==> src/rtl/conv_window_ctrl.sv <==
// Purpose : sequences the conv line-buffer chain over one IMG_W x IMG_H raster
//           frame, tracks row/column and flags complete K x K windows.
// Latency : shift_en is combinational with acceptance; win_vld/win_row/win_col
//           follow one cycle after the accepting edge; frame_done in the DONE cycle.
// Backpressure: in_rdy = RUN && out_rdy; without acceptance nothing advances.
//
// Ports:
//   clk, rst            rising-edge clock, asynchronous active-high reset
//   start               begin a frame (honoured only in IDLE)
//   busy                high in RUN and DONE
//   in_vld / in_rdy     upstream pixel handshake
//   shift_en            line-buffer shift strobe (one per accepted pixel)
//   out_rdy             downstream MAC array can take a window
//   win_vld/win_row/win_col  registered window strobe and top-left position
//   frame_done          one-cycle end-of-frame pulse
//
// Build option: define CONV_WIN_STRIDE2_EN for stride-2 window selection;
// undefined gives stride 1. Shift, counters and FSM are identical in both.
module conv_window_ctrl #(
   parameter int IMG_W = 28,
   parameter int IMG_H = 28,
   parameter int K     = 3,
   parameter int CNT_W = 5
) (
   input  logic             clk,
   input  logic             rst,
   input  logic             start,
   output logic             busy,
   input  logic             in_vld,
   output logic             in_rdy,
   output logic             shift_en,
   input  logic             out_rdy,
   output logic             win_vld,
   output logic [CNT_W-1:0] win_row,
   output logic [CNT_W-1:0] win_col,
   output logic             frame_done
);

   localparam logic [CNT_W-1:0] WM1 = CNT_W'(IMG_W - 1);
   localparam logic [CNT_W-1:0] HM1 = CNT_W'(IMG_H - 1);
   localparam logic [CNT_W-1:0] KM1 = CNT_W'(K - 1);

   typedef enum logic [1:0] {
      IDLE = 2'd0,
      RUN  = 2'd1,
      DONE = 2'd2
   } state_t;

   state_t           state, state_nxt;
   logic [CNT_W-1:0] row, col;
   logic [CNT_W-1:0] row_off, col_off;
   logic             last_pix;
   logic             win_ok;

   // Offsets from the first valid window position; only meaningful when
   // row/col >= K-1, which win_ok checks first.
   assign row_off  = row - KM1;
   assign col_off  = col - KM1;
   assign last_pix = (row == HM1) && (col == WM1);

   always_comb begin
      win_ok = (row >= KM1) && (col >= KM1);
`ifdef CONV_WIN_STRIDE2_EN
      win_ok = win_ok && !row_off[0] && !col_off[0];
`endif
   end

   always_ff @(posedge clk or posedge rst) begin
      if (rst) begin
         state <= IDLE;
      end else begin
         state <= state_nxt;
      end
   end

   always_comb begin
      state_nxt  = state;
      busy       = 1'b0;
      in_rdy     = 1'b0;
      frame_done = 1'b0;
      case (state)
         IDLE: begin
            if (start) state_nxt = RUN;
         end
         RUN: begin
            busy   = 1'b1;
            in_rdy = out_rdy;
            if (in_vld && out_rdy && last_pix) state_nxt = DONE;
         end
         DONE: begin
            busy       = 1'b1;
            frame_done = 1'b1;
            state_nxt  = IDLE;
         end
         default: state_nxt = IDLE;
      endcase
      shift_en = in_vld && in_rdy;
   end

   // Position counters and the registered window strobe. The last pixel leaves
   // the counters parked at the frame corner; the next start clears them.
   always_ff @(posedge clk or posedge rst) begin
      if (rst) begin
         row     <= '0;
         col     <= '0;
         win_vld <= 1'b0;
         win_row <= '0;
         win_col <= '0;
      end else begin
         win_vld <= 1'b0;
         if (state == IDLE && start) begin
            row <= '0;
            col <= '0;
         end
         if (shift_en) begin
            if (!last_pix) begin
               if (col == WM1) begin
                  col <= '0;
                  row <= row + 1'b1;
               end else begin
                  col <= col + 1'b1;
               end
            end
            if (win_ok) begin
               win_vld <= 1'b1;
               win_row <= row_off;
               win_col <= col_off;
            end
         end
      end
   end

endmodule
==> config.mk <==
export PLATFORM = sky130hd
export DESIGN_NAME = conv_window_ctrl
export DESIGN_NICKNAME = d
export VERILOG_FILES = /design/src/rtl/conv_window_ctrl.sv
export SDC_FILE = /design/constraint.sdc
export NUM_CORES = 1
export LEC_CHECK = 0
export CORE_ASPECT_RATIO = 0.9
export CORE_MARGIN = 2
export CORE_UTILIZATION = 50
export CTS_BUF_LIST = sky130_fd_sc_hd__clkbuf_4 sky130_fd_sc_hd__clkbuf_8
export DETAILED_ROUTE_END_ITERATION = 8
export PLACE_DENSITY = 0.78
export SYNTH_ARGS = -nofsm -noshare
export SYNTH_HDL_FRONTEND = slang
export SYNTH_SLANG_ARGS = --single-unit
==> constraint.sdc <==
create_clock -name clk -period 1.8 [get_ports clk]
set_input_delay 0.45 -clock clk [delete_from_list [all_inputs] [get_ports clk]]
set_output_delay 0.45 -clock clk [all_outputs]
set_load 0.01 [all_outputs]
==> results.json <==
{
  "final_core_utilization_pct": 67.95,
  "worstPathCellList": "inv_2 -> buf_4 -> ha_4 -> buf_2",
  "hp-class": "input pin to asynchronous set/reset pin",
  "antenna_found_initial": 0,
  "cts-root-to-sink-buffers": 2,
  "synth_cell_type_count": 29,
  "detail_route.vias_per_cell": 5.521,
  "nFillCells": 194,
  "antenna_cells_inserted": 0,
  "critPathLaunchType": "flip-flop",
  "max_slew.worst_pin.slew_ns": 0.4307,
  "maximum_number_of_pins_on_one_net_before_global_route_repair": 24,
  "synth_cells": 132,
  "num-nets-final": 185,
  "syn-cell-area_um2": 1314,
  "finalWeightedCongestion": 0.7659,
  "drt-pass1-iter-count": 4,
  "synth_top_cells_by_area": "sky130_fd_sc_hd__dfrtp_1 44%, sky130_fd_sc_hd__ha_1 12%, sky130_fd_sc_hd__o21ai_0 8.0%",
  "cp_data_arrival_time_ns": 1.27,
  "io_pins": 20,
  "required_time_of_the_critical_path_ns": 1.35,
  "grt-ovfl-total": 0,
  "cts.reportedPaths.clkPinSlew_ns": 0.14,
  "timing.max_slew.rel_slack_pct": 70.98,
  "syn-num-nets": 150,
  "initial_utilization_pct": 53.25,
  "grt_pass1_wl_mm": 4.505,
  "cts_hold_repair.buffers": 0,
  "clock.fmax_mhz": 582.7,
  "synth_sequential_area_ratio_pct": 43.81,
  "synth_top_area_share_pct": 43.81,
  "placeableCoreArea_um2": 2467,
  "final_design_area_no_fill_um2": 1677,
  "max-vdd-ir-drop_uv": 600.1,
  "cts_tree": "done",
  "detailedPlacementHpwl_mm": 1.940,
  "tritoncts_num_sinks": 23,
  "wl_per_cell_um": 13.51,
  "critical-path-slowest-cell": "sky130_fd_sc_hd__dfrtp_1",
  "final_min_period_over_clock_period_pct": 95.34,
  "final_layout_size_suffix_gt1_share_pct": 24.70,
  "crit_type": "flip-flop to output pin",
  "finalSetupViolations": 0,
  "yosysTopAreaCell": "sky130_fd_sc_hd__dfrtp_1",
  "drt_iter0_drc": 28,
  "cts_made_buffers": 3,
  "critical_path_peak_fanout": 3,
  "synth_async_sr_flop_share_pct": 100.0,
  "core.rowCount": 17,
  "p_leak_nw": 0.7876,
  "clk_root_buffer_cell": "sky130_fd_sc_hd__clkbuf_4",
  "power_per_cell_area_nw_per_um2": 851.0,
  "place_area_um2": 1615,
  "max_cap_viol_count": 0,
  "clock_period_minus_worst_slack_ns": 1.716,
  "synthMostInstantiatedCell": "sky130_fd_sc_hd__dfrtp_1",
  "outcome": "complete, no violations",
  "postSynth.topFlopCell": "sky130_fd_sc_hd__dfrtp_1",
  "fin_skew_ns": 0.01066,
  "critical_path.max_stage_delay_ns": 0.39,
  "placedCellCount": 189,
  "timing.critical_path.max_delay_family": "flip-flops",
  "worstSetupEndpointType": "output pin",
  "grt_pass1_vias": 1063,
  "dieWidth_um": 58.03,
  "finalMaxSlewViolations": 0,
  "met1_length_mm": 1.195,
  "topRoutingLayerUsed": "met4",
  "detailroute.via_count": 1071,
  "h-tree-depth": 1,
  "stdcell_count": 194,
  "antenna_left": 0,
  "io_buffer_count": 19,
  "syn2layout_area_growth_pct": 27.62,
  "yosys-top-cells-count": "23 x sky130_fd_sc_hd__dfrtp_1, 21 x sky130_fd_sc_hd__o21ai_0, 13 x sky130_fd_sc_hd__ha_1, 12 x sky130_fd_sc_hd__nand2_1, 11 x sky130_fd_sc_hd__inv_1",
  "fp.dieH_um": 52.63,
  "synth.avg_cell_area_um2": 9.953,
  "met2_wirelength_mm": 1.281,
  "wl_met3_um": 108,
  "critical_path_buf_inv_count": 3,
  "timing_hold_violations_final": 0,
  "yosysWarningCount": 0,
  "dieArea_um2": 3054,
  "grt_setup_unrepaired": "yes",
  "wl_mm": 2.621,
  "post_synthesis_register_bit_count": 23,
  "insertion_delay_ns": 0.32,
  "grt_util_all_layers_pct": 19.55,
  "number_of_enable_type_register_cells_in_the_synthesized_netlist": 0,
  "drt_drc_violations_left": 0
}
[final cells by class]
cell class	instances	area [um2]	area share [%]
Inverter	13	48.80	2.910
Tap cell	28	35.03	2.090
Clock inverter	1	5.005	0.2985
Sequential cell	23	578.1	34.48
Multi-Input combinational cell	93	709.4	42.31
Timing Repair Buffer	33	277.8	16.57
Clock buffer	3	22.52	1.343
[worst min-delay path, delay by kind of cell]
kind	cells	cell delay, ns
buffers and inverters	3	0.72
[timing repair]
action                                  CTS  global route
endpoints found under the setup margin    4             9
resized for setup                        13            13
setup buffers                             1             0
[where the power goes]
group	leakage, nW	switching [W]	total, W	internal, W
sequential	0.314	0.0000583	0.000630	0.000571
combinational	0.456	0.000284	0.000551	0.000267
clock	0.0177	0.000163	0.000246	0.0000832
total	0.788	0.000505	0.00143	0.000922
[through the flow]
stage / TNS, ns / power (W) / setup slack, ns / hold WS [ns]
2_1_floorplan: 0 / 0.0009323 / 0.05261 / 0.4519
3_3_place_gp: -1.823 / 0.001131 / -0.3340 / 0.4843
3_5_place_dp: -2.580 / 0.001153 / -0.3491 / 0.5008
4_1_cts: -0.009975 / 0.001392 / -0.009975 / 0.4547
5_1_grt: -0.007117 / 0.001538 / -0.003010 / 0.4801
6_report: 0 / 0.001427 / 0.08382 / 0.4484
[path summary, 6_finish.rpt]
check	cells past startpoint	start	to	slack, ns
max	4	state[1]	busy	0.08
min	3	rst	win_col[1]	0.45
max reg2reg	5	col[1]	state[0]	0.12
min reg2reg	2	win_col[2]	win_col[2]	0.53
max in group asynchronous	3	rst	state[0]	1.11
min in group clk	2	win_col[2]	win_col[2]	0.53
[cell usage in the layout, fill, tap and decap left out, types with 3 or more instances in the layout]
cell type / instances
sky130_fd_sc_hd__xor2_1: 3
sky130_fd_sc_hd__mux2_2: 3
sky130_fd_sc_hd__clkbuf_4: 3
sky130_fd_sc_hd__ha_1: 11
sky130_fd_sc_hd__nand2_1: 12
sky130_fd_sc_hd__inv_1: 9
sky130_fd_sc_hd__mux2i_1: 4
sky130_fd_sc_hd__nor3_1: 4
sky130_fd_sc_hd__buf_4: 14
sky130_fd_sc_hd__nor2_1: 3
sky130_fd_sc_hd__dfrtp_1: 21
sky130_fd_sc_hd__nand3_1: 9
sky130_fd_sc_hd__o21ai_0: 21
sky130_fd_sc_hd__clkdlybuf4s50_1: 14
sky130_fd_sc_hd__inv_2: 4
[registers in the layout, summed over array words and instances, names as in the netlist]
register,cells
col,5
win_row,5
state,2
win_col,5
row,5
win_vld,1
[metal layers]
layer / GRT usage (%) / vias up
met4: 7.752 / 0
met1: 22.87 / 510
li1: - / 526
met2: 35.61 / 31
met5: 0 / -
met3: 3.210 / 4
[cells by family after synthesis]
group / after synthesis / share of synthesized area, %
adder cells (fa/ha/maj): 13 / 12.38
multiplexers: 7 / 5.619
flip-flops: 23 / 43.81
buffers and inverters: 16 / 5.334
XOR/XNOR: 5 / 3.334
AO/OA/AOI/OAI: 31 / 15.71
AND/OR/NAND/NOR: 37 / 13.81
(Power assumes the default switching activity.)
